### src/rtl/get_height.sv
// Pitch-to-height: 64-sample capture, serial DFT over bins 1..31, peak bin scaled to a screen height.
module get_height #(
  parameter int unsigned MAG_THRESH  = 4096,
  parameter int unsigned HEIGHT_STEP = 15
) (
  input  logic        clk,
  input  logic        reset,
  input  logic        mic_clk,
  input  logic [11:0] mic_data,
  output logic [9:0]  height
);

  localparam int unsigned SMP_W = 12;
  localparam int unsigned TW_W  = 8;
  localparam int unsigned ACC_W = 28;
  localparam int unsigned HGT_W = 10;
  localparam int unsigned IDX_W = 6;
  localparam int unsigned BIN_W = 5;

  typedef enum logic [1:0] {ST_FILL, ST_COMPUTE, ST_CMP, ST_UPDATE} state_t;

  state_t             r_state, w_state_nxt;
  logic [IDX_W-1:0]   r_cnt, w_cnt_nxt;
  logic [BIN_W-1:0]   r_k, w_k_nxt;
  logic [IDX_W-1:0]   r_n, w_n_nxt;
  logic [ACC_W-1:0]   r_re, w_re_nxt;
  logic [ACC_W-1:0]   r_im, w_im_nxt;
  logic [ACC_W-1:0]   r_max, w_max_nxt;
  logic [BIN_W-1:0]   r_peak, w_peak_nxt;
  logic [HGT_W-1:0]   r_height, w_height_nxt;
  logic [SMP_W-1:0]   r_buf [64];

  logic               w_wr_en;
  logic [SMP_W-1:0]   w_s_in;
  logic [SMP_W-1:0]   w_x;
  logic [10:0]        w_kn;
  logic [IDX_W-1:0]   w_idx;
  logic [TW_W-1:0]    w_cos, w_sin;
  logic [ACC_W-1:0]   w_x_ext, w_cos_ext, w_sin_ext;
  logic [ACC_W-1:0]   w_re_term, w_im_term;
  logic [ACC_W-1:0]   w_abs_re, w_abs_im, w_mag;

  // Quarter-wave table: round(127*cos(2*pi*j/64)) for j = 0..16
  function automatic logic [TW_W-1:0] qcos(input logic [4:0] j);
    case (j)
      5'd0:    return 8'd127;
      5'd1:    return 8'd126;
      5'd2:    return 8'd125;
      5'd3:    return 8'd122;
      5'd4:    return 8'd117;
      5'd5:    return 8'd112;
      5'd6:    return 8'd106;
      5'd7:    return 8'd98;
      5'd8:    return 8'd90;
      5'd9:    return 8'd81;
      5'd10:   return 8'd71;
      5'd11:   return 8'd60;
      5'd12:   return 8'd49;
      5'd13:   return 8'd37;
      5'd14:   return 8'd25;
      5'd15:   return 8'd12;
      default: return 8'd0;
    endcase
  endfunction

  function automatic logic [TW_W-1:0] cos_tw(input logic [IDX_W-1:0] i);
    logic [4:0] j;
    logic [4:0] jr;
    j  = {1'b0, i[3:0]};
    jr = 5'd16 - j;
    case (i[5:4])
      2'd0:    return qcos(j);
      2'd1:    return 8'd0 - qcos(jr);
      2'd2:    return 8'd0 - qcos(j);
      default: return qcos(jr);
    endcase
  endfunction

  // Offset-binary to two's complement is an MSB flip
  assign w_s_in  = {~mic_data[11], mic_data[10:0]};
  assign w_wr_en = (r_state == ST_FILL) && mic_clk;

  assign w_x   = r_buf[r_n];
  assign w_kn  = 11'(r_k) * 11'(r_n);
  assign w_idx = w_kn[IDX_W-1:0];
  assign w_cos = cos_tw(w_idx);
  assign w_sin = cos_tw(w_idx + 6'd48);

  // Sign-extend to accumulator width; the low ACC_W product bits are exact
  assign w_x_ext   = {{(ACC_W-SMP_W){w_x[SMP_W-1]}}, w_x};
  assign w_cos_ext = {{(ACC_W-TW_W){w_cos[TW_W-1]}}, w_cos};
  assign w_sin_ext = {{(ACC_W-TW_W){w_sin[TW_W-1]}}, w_sin};
  assign w_re_term = w_x_ext * w_cos_ext;
  assign w_im_term = w_x_ext * w_sin_ext;

  assign w_abs_re = r_re[ACC_W-1] ? (ACC_W'(0) - r_re) : r_re;
  assign w_abs_im = r_im[ACC_W-1] ? (ACC_W'(0) - r_im) : r_im;
  assign w_mag    = w_abs_re + w_abs_im;

  assign height = r_height;

  // Sample buffer, not reset
  always_ff @(posedge clk) begin
    if (w_wr_en) r_buf[r_cnt] <= w_s_in;
  end

  always_ff @(posedge clk or negedge reset) begin
    if (!reset) begin
      r_state  <= ST_FILL;
      r_cnt    <= '0;
      r_k      <= BIN_W'(1);
      r_n      <= '0;
      r_re     <= '0;
      r_im     <= '0;
      r_max    <= '0;
      r_peak   <= '0;
      r_height <= '0;
    end else begin
      r_state  <= w_state_nxt;
      r_cnt    <= w_cnt_nxt;
      r_k      <= w_k_nxt;
      r_n      <= w_n_nxt;
      r_re     <= w_re_nxt;
      r_im     <= w_im_nxt;
      r_max    <= w_max_nxt;
      r_peak   <= w_peak_nxt;
      r_height <= w_height_nxt;
    end
  end

  always_comb begin
    w_state_nxt  = r_state;
    w_cnt_nxt    = r_cnt;
    w_k_nxt      = r_k;
    w_n_nxt      = r_n;
    w_re_nxt     = r_re;
    w_im_nxt     = r_im;
    w_max_nxt    = r_max;
    w_peak_nxt   = r_peak;
    w_height_nxt = r_height;
    case (r_state)
      ST_FILL: begin
        if (mic_clk) begin
          w_cnt_nxt = r_cnt + 6'd1;
          if (r_cnt == 6'd63) begin
            w_state_nxt = ST_COMPUTE;
            w_k_nxt     = BIN_W'(1);
            w_n_nxt     = '0;
            w_re_nxt    = '0;
            w_im_nxt    = '0;
            w_max_nxt   = '0;
            w_peak_nxt  = '0;
          end
        end
      end
      ST_COMPUTE: begin
        w_re_nxt = r_re + w_re_term;
        w_im_nxt = r_im - w_im_term;
        w_n_nxt  = r_n + 6'd1;
        if (r_n == 6'd63) w_state_nxt = ST_CMP;
      end
      ST_CMP: begin
        if (w_mag > r_max) begin
          w_max_nxt  = w_mag;
          w_peak_nxt = r_k;
        end
        w_re_nxt = '0;
        w_im_nxt = '0;
        w_n_nxt  = '0;
        if (r_k == 5'd31) begin
          w_state_nxt = ST_UPDATE;
        end else begin
          w_k_nxt     = r_k + 5'd1;
          w_state_nxt = ST_COMPUTE;
        end
      end
      ST_UPDATE: begin
        w_height_nxt = (r_max >= ACC_W'(MAG_THRESH)) ?
                       HGT_W'(32'(r_peak) * HEIGHT_STEP) : '0;
        w_cnt_nxt    = '0;
        w_state_nxt  = ST_FILL;
      end
      default: w_state_nxt = ST_FILL;
    endcase
  end

endmodule

### config.mk
export PLATFORM = sky130hd
export DESIGN_NAME = get_height
export DESIGN_NICKNAME = d
export VERILOG_FILES = /design/src/rtl/get_height.sv
export SDC_FILE = /design/constraint.sdc
export NUM_CORES = 2
export LEC_CHECK = 0
export ABC_AREA = 1
export BUFFER_PORTS_ARGS = -buffer_cell sky130_fd_sc_hd__buf_2
export CAP_MARGIN = 20
export CORE_MARGIN = 3
export CORE_UTILIZATION = 43
export CTS_BUF_LIST = sky130_fd_sc_hd__clkbuf_8 sky130_fd_sc_hd__clkbuf_16
export DETAILED_ROUTE_END_ITERATION = 8
export GPL_TIMING_DRIVEN = 0
export SETUP_SLACK_MARGIN = 0.2
export SYNTH_ARGS = -nofsm -noshare
export SYNTH_HDL_FRONTEND = slang
export SYNTH_SLANG_ARGS = --single-unit
### constraint.sdc
create_clock -name clk -period 11.5 [get_ports clk]
set_input_delay 1.15 -clock clk [delete_from_list [all_inputs] [get_ports clk]]
set_output_delay 1.15 -clock clk [all_outputs]
set_load 0.02 [all_outputs]
# --- Yosys cells after proc, flatten, opt, wreduce, memory -nomap -nowiden ---
# Memory sizes are Yosys's and may differ from the RTL's.
# Index checks and enable logic that the tools add are counted.
word_totals:
  latch_bits: 0
  mem_bits_rw: 768
  mem_bits_ro: 896
  mem_count: 9
  register_bits: 118
  input_bits: 15
mem_list:
  columns: ["name", "depth", "width", "rd", "rd_ports_with_merged_regs", "wr", "line_no", "text"]
  rows:
  - ["r_buf", 64, 12, 1, 0, 1, "31", "logic [SMP_W-1:0] r_buf [64];"]
  - ["(no name shown)", 16, 7, 1, 0, 0, "45", "case (j)"]
  - ["(no name shown)", 16, 7, 1, 0, 0, "45", null]
  - ["(no name shown)", 16, 7, 1, 0, 0, "45", null]
  - ["(no name shown)", 16, 7, 1, 0, 0, "45", null]
  - ["(no name shown)", 16, 7, 1, 0, 0, "45", null]
  - ["+3 memories", null, null, null, null, null, null, null]
op_classes:
  n_addsub: 15
  order_cmp: 2
  div: 0
  n_reduce_logical: 12
  eq_ne: 15
  muxes: 39
  n_bitwise: 1
  n_mul: 4
  shift: 0
op_table:
  columns: ["cell", "n"]
  rows:
  - ["28-bit case mux with 3 select lines", 2]
  - ["28-bit two-way mux", 5]
  - ["8-bit two-way mux", 8]
  - ["28-bit adder", 2]
  - ["28-bit case mux with 2 select lines", 1]
  - ["1-bit by 28-bit subtractor with 28-bit output, first input constant", 2]
  - ["8-bit case mux with 3 select lines", 2]
  - ["12-bit by 8-bit multiplier with 20-bit output", 2]
  - ["1-bit by 8-bit subtractor with 8-bit output, first input constant", 4]
  - ["5-bit two-way mux", 6]
  - ["28-bit by 13-bit >= comparator with 1-bit output, second input constant", 1]
  - ["28-bit greater-than comparator", 1]
  - ["28-bit subtractor", 1]
  - ["5-bit case mux with 2 select lines", 2]
  - ["6-bit two-way mux", 3]
  - ["6-bit case mux with 3 select lines", 1]
  - ["6-bit by 1-bit adder with 6-bit output, second input constant", 2]
  - ["6-bit equality test, second input constant", 2]
  - ["6-bit case mux with 2 select lines", 1]
  - ["5-bit by 4-bit subtractor with 5-bit output, first input constant", 2]
  - ["5-bit by 4-bit multiplier with 9-bit output, second input constant", 1]
  - ["9-bit two-way mux", 1]
  - ["2-bit equality test, second input constant", 4]
  - ["2-bit two-way mux", 4]
  - ["other kinds (17)", 28]

# --- Longest topological paths before layout ---
# An unclocked memory read counts as a cell.
depth:
  depth_word: 11
  depth_mapped: 63

# --- Worst setup path before layout ---
# Ideal clock, no wire load.
synth_path:
  path_kind: "register -> register"
  start: "register r_n[0]"
  end: "register r_re[24]"
  slack_ns: 1.785
  arrival_ns: 9.592
  path_stages_with_launch: 55
  path_buffers: 6
  required_ns: 11.377
  cell_sequence: "dfrtp_1 -> buf_2 -> buf_2 -> buf_1 -> buf_2 -> nand2_1 -> inv_1 -> ha_1 -> ha_1 -> inv_1 -> fa_1 -> inv_1 -> fa_1 -> clkbuf_1 -> nor2_1 -> inv_1 -> nand3_1 -> ha_1 -> (+19 left out) -> a21oi_1 -> o21ai_0 -> nand2_1 -> a31o_2 -> o21bai_1 -> xor2_1 -> ha_1 -> nand2_1 -> nor4_1 -> nand4_1 -> nand3_1 -> nand3_1 -> nand2_1 -> nand3_1 -> nand2_1 -> a21oi_1 -> o21ai_0 -> nand2_1"
synth_between:
  elab_chain_len: 10
synth_lines:
  columns: ["item", "line_no", "text"]
  rows:
  - ["from (decl)", "25", "logic [IDX_W-1:0] r_n, w_n_nxt;"]
  - ["from (signal assigned)", "122", "r_n <= w_n_nxt;"]
  - ["5-bit by 6-bit multiplier with 6-bit output", "84", "assign w_kn = 11'(r_k) * 11'(r_n);"]
  - ["5-bit by 4-bit subtractor with 5-bit output", "70", "jr = 5'd16 - j;"]
  - ["memory 16 x 7 bit", null, null]
  - ["8-bit two-way mux", "45", null]
  - ["8-bit two-way mux", "71", "case (i[5:4])"]
  - ["1-bit by 8-bit subtractor with 8-bit output", "73", "2'd1: return 8'd0 - qcos(jr);"]
  - ["8-bit case mux with 3 select lines", "71", null]
  - ["12-bit by 8-bit multiplier with 20-bit output (*)", "93", "assign w_re_term = w_x_ext * w_cos_ext;"]
  - ["28-bit adder (*)", "157", "w_re_nxt = r_re + w_re_term;"]
  - ["28-bit case mux with 3 select lines (*)", "141", "case (r_state)"]
  - ["to (signal assigned)", "123", "r_re <= w_re_nxt;"]
  - ["to (decl)", "26", "logic [ACC_W-1:0] r_re, w_re_nxt;"]
# Mark *: on every way between the ends. The rest lies on a longest branch, timed or not. The select of a mux whose other input is x is not followed.
# A chain may end at the register's enable or synchronous reset.

# --- Final worst setup path ---
layout_path:
  start: "register r_n[2]"
  end: "register r_im[27]"
layout_between:
  elab_chain_len: 11
layout_lines:
  columns: ["item", "line_no", "text"]
  rows:
  - ["5-bit by 6-bit multiplier with 6-bit output", "84", null]
  - ["6-bit adder", "87", "assign w_sin = cos_tw(w_idx + 6'd48);"]
  - ["5-bit by 4-bit subtractor with 5-bit output", "70", null]
  - ["memory 16 x 7 bit", null, null]
  - ["8-bit two-way mux", "45", null]
  - ["8-bit two-way mux", "71", null]
  - ["1-bit by 8-bit subtractor with 8-bit output", "73", null]
  - ["8-bit case mux with 3 select lines", "71", null]
  - ["12-bit by 8-bit multiplier with 20-bit output (*)", "94", "assign w_im_term = w_x_ext * w_sin_ext;"]
  - ["28-bit subtractor (*)", "158", "w_im_nxt = r_im - w_im_term;"]
  - ["28-bit case mux with 3 select lines (*)", "141", null]
  - ["to (signal assigned)", "124", "r_im <= w_im_nxt;"]
  - ["to (decl)", "27", "logic [ACC_W-1:0] r_im, w_im_nxt;"]
# Marked as above.

==> run summary <==
====================================================================================================
Result of the run                                                                       complete, no violations
Deepest clock path buffer count                                                                    3
Critical path startpoint category                                                          flip-flop
Number of cells in the finished layout apart from fillers                                       6760
Clock Tree Root                                                                         sky130_fd_sc_hd__clkbuf_16
Sequential area share after synthesis                                                          52.5%
TritonCTS Sinks                                                                                  885
Final min period                                                                            10.84 ns
Via density per instance                                                                        5.98
Wire length of the first global-routing pass                                                  268 mm
Count of state elements after synthesis                                                          885
Routed length per placed instance                                                            28.0 µm
Filler Cell Count                                                                              10257
Vert. Die Dim                                                                                 345 µm
Count of TritonRoute iterations in the first routing pass                                          6
Clock-pin slew reported for the worst setup and hold paths after clock tree synthesis        0.06 ns
Number of flops mapped to enable cells by yosys                                                  768
Clock latency on the worst-skew pair                                                         0.71 ns
Clock H-tree levels                                                                                3
Routed wire length                                                                            189 mm
Number of top-level design ports                                                                  25
Kind of critical path                                                                        reg2reg
Share of post-route cells with drive strength above 1                                          9.24%
Final weighted congestion in routability-driven placement                                       1.02
Max-slew violation count                                                                           0
Port bufs                                                                                         23
Highest clock rate                                                                          92.2 MHz
Layout Utilization                                                                             50.2%
Total number of nets in the final design                                                        5569
Die width                                                                                     345 µm
Number of nets in the synthesized netlist                                                       5314
Number of distinct library cells after synthesis                                                  60
Vias in the first global route                                                                 37678
Maxcap violations                                                                                  0
Number of standard cells after synthesis                                                        4916
Post-route antenna net violation count                                                             0
Placed Cells                                                                                    6538
Inserted Clock Buffers                                                                            96
Via total after detailed routing                                                               40454
GRT overflow                                                                                       0
Quantity of hold-fixing buffers added after cts                                                    0
Arrival time reported for the critical path endpoint                                        11.41 ns
Commonest register cell after synthesis                                                 sky130_fd_sc_hd__edfxtp_1
Max stage delay on crit path                                                                 0.57 ns
Post-detail-place hpwl                                                                        138 mm
Core outline area                                                                          0.113 mm²
Hold Path Class                                                                             in2async
Cell with the largest stage delay on the worst path                                     sky130_fd_sc_hd__fa_1
Post-Syn Area                                                                             0.0495 mm²
Required time of the critical path                                                          12.06 ns
DRC marker count from the first detailed-route iteration                                        5834
Actual slew at the worst max-slew pin                                                        1.32 ns
Area growth from synthesis to layout                                                           15.0%
Normalized max-slew margin                                                                     12.2%
Pin count of the biggest net entering global routing                                              67
Final setup TNS                                                                                 0 ns
Crit share post-route                                                                          94.3%
Total of warnings raised by yosys                                                                  0
Asr flop ratio synth                                                                           13.2%
Setup Viol. Count Final                                                                            0
Clock tree from TritonCTS                                                                       done
Row count                                                                                        123
Fin. Hold Viols                                                                                    0
Post-synthesis area per instance                                                            10.1 µm²
DRC Markers                                                                                        0
GRT Resource Usage Total                                                                       30.9%
Top fanout value on the critical path                                                             19
Full die area                                                                              0.119 mm²
RSZ-0062 raised after global routing                                                              no
Initial Utilization                                                                            43.7%
Category of the worst setup path capture point                                             flip-flop
Setup skew after layout                                                                    0.0339 ns
Antenna violations before repair                                                                  10
====================================================================================================
==> area by class of cell <==
cell class | instances | area, µm² | area share, %
Multi-Input combinational cell | 3282 | 21200 | 37.2
Clock buffer | 98 | 2430 | 4.27
Inverter | 529 | 1990 | 3.49
Buffer | 217 | 968 | 1.70
Tap cell | 1500 | 1880 | 3.29
Antenna cell | 12 | 30.0 | 0.0527
Clock inverter | 77 | 678 | 1.19
Sequential cell | 885 | 26000 | 45.6
Timing Repair Buffer | 160 | 1840 | 3.23
==> registers in the layout (all words and copies together), names as in the netlist <==
name     flops
r_cnt        6
r_n          6
height       9
r_buf      768
r_state      2
r_peak       5
r_re        28
r_im        28
r_max       28
r_k          5
==> worst paths after layout <==
kind                            startpoint        end  slack (ns)  cells past startpoint
worst max-delay path                r_n[2]   r_im[27]        0.66                     43
worst min-delay path                 reset  height[5]        0.44                      1
worst max register to register      r_n[2]   r_im[27]        0.66                     43
worst min register to register   height[0]  height[0]        0.48                      2
max in group asynchronous            reset     r_k[0]       10.31                      2
min in group clk                 height[0]  height[0]        0.48                      2
==> cells in the final DEF (no fill, tap or decap), types with 57 or more instances in the layout <==
master,netlist,final
sky130_fd_sc_hd__nand2_1,1051,1046
sky130_fd_sc_hd__edfxtp_1,768,768
sky130_fd_sc_hd__inv_1,520,541
sky130_fd_sc_hd__a21oi_1,460,457
sky130_fd_sc_hd__nor2_1,437,398
sky130_fd_sc_hd__ha_1,208,202
sky130_fd_sc_hd__o21ai_0,180,177
sky130_fd_sc_hd__fa_1,175,174
sky130_fd_sc_hd__nand3_1,131,127
sky130_fd_sc_hd__clkbuf_1,126,120
sky130_fd_sc_hd__dfrtp_1,116,115
sky130_fd_sc_hd__xor2_1,105,99
sky130_fd_sc_hd__clkbuf_16,0,96
sky130_fd_sc_hd__buf_2,47,72
sky130_fd_sc_hd__o211ai_1,68,68
sky130_fd_sc_hd__a22oi_1,57,57
==> worst max-delay path, delay by kind of cell (launching register included) <==
kind                       cells  cell delay, ns
DFF                            1            0.35
buffers and inverters          9            1.68
xor gates and xnor gates       3            0.65
AOI/OAI and AO/OA              3            0.64
and+or+nand+nor               18            2.65
adders and majority gates     10            4.74
==> logic make-up (layout without fill, tap and decap cells) <==
group | count (synthesis) | count (layout) | synth area share [%]
other | 1 | 13 | 0.00757
adder cells (fa/ha/maj) | 383 | 383 | 12.3
flip-flops | 885 | 885 | 52.5
AND/OR/NAND/NOR | 1715 | 1715 | 13.8
AO/OA/AOI/OAI | 1028 | 1028 | 12.7
buffers and inverters | 749 | 1081 | 5.86
XOR/XNOR | 155 | 155 | 2.83
==> synth_stat cells, types with 5 or more instances <==
library cell                count  area (µm²)
sky130_fd_sc_hd__a211oi_1       6        45.0
sky130_fd_sc_hd__a21o_1         8        60.1
sky130_fd_sc_hd__a21oi_1      460        2300
sky130_fd_sc_hd__a221oi_1      15         131
sky130_fd_sc_hd__a22oi_1       57         428
sky130_fd_sc_hd__a31oi_1       12        75.1
sky130_fd_sc_hd__a32o_1        49         490
sky130_fd_sc_hd__a32oi_1        6        52.6
sky130_fd_sc_hd__buf_1         41         154
sky130_fd_sc_hd__buf_2         47         235
sky130_fd_sc_hd__clkbuf_1     126         473
sky130_fd_sc_hd__dfrtp_1      116        2900
sky130_fd_sc_hd__edfxtp_1     768       23100
sky130_fd_sc_hd__fa_1         175        3500
sky130_fd_sc_hd__ha_1         208        2600
sky130_fd_sc_hd__inv_1        520        1950
sky130_fd_sc_hd__inv_2          5        18.8
sky130_fd_sc_hd__nand2_1     1051        3950
sky130_fd_sc_hd__nand3_1      131         656
sky130_fd_sc_hd__nand4_1       19         119
sky130_fd_sc_hd__nor2_1       437        1640
sky130_fd_sc_hd__nor3_1        31         155
sky130_fd_sc_hd__nor4_1        13        81.3
sky130_fd_sc_hd__o2111ai_1     12         105
sky130_fd_sc_hd__o211ai_1      68         510
sky130_fd_sc_hd__o21ai_0      180         901
sky130_fd_sc_hd__o21bai_1      11        82.6
sky130_fd_sc_hd__o22ai_1       36         225
sky130_fd_sc_hd__o311ai_0      48         420
sky130_fd_sc_hd__o31ai_1       34         255
sky130_fd_sc_hd__or2_2         18         113
sky130_fd_sc_hd__xnor2_1       44         385
sky130_fd_sc_hd__xor2_1       105         920
==> stage by stage <==
step                      hold WS (ns)  instance area, µm²  worst slack, ns
after CTS                        0.435               56200            0.206
final                            0.435               57000            0.656
after detailed placement         0.472               52900            -1.74
after floorplan                  0.449               49500             1.78
after global placement           0.462               51500            -2.01
after global routing             0.462               56900            0.126
==> routing by layer <==
layer  track usage (%)  share of wire, %
met4              14.3               5.5
met3              10.8                14
met2              42.7                40
met1              43.4                40
met5                 0            0.0074
==> what timing repair did <==
action                                  4_1_cts  5_1_grt
pin swaps                                     4        9
endpoints found under the setup margin       29       18
resized for setup                            35       68
gates cloned                                  0        0
setup buffers                                 3       15
Power is not shown: default switching activity piles up to over one toggle a cycle in this logic, so the estimate is an artifact.
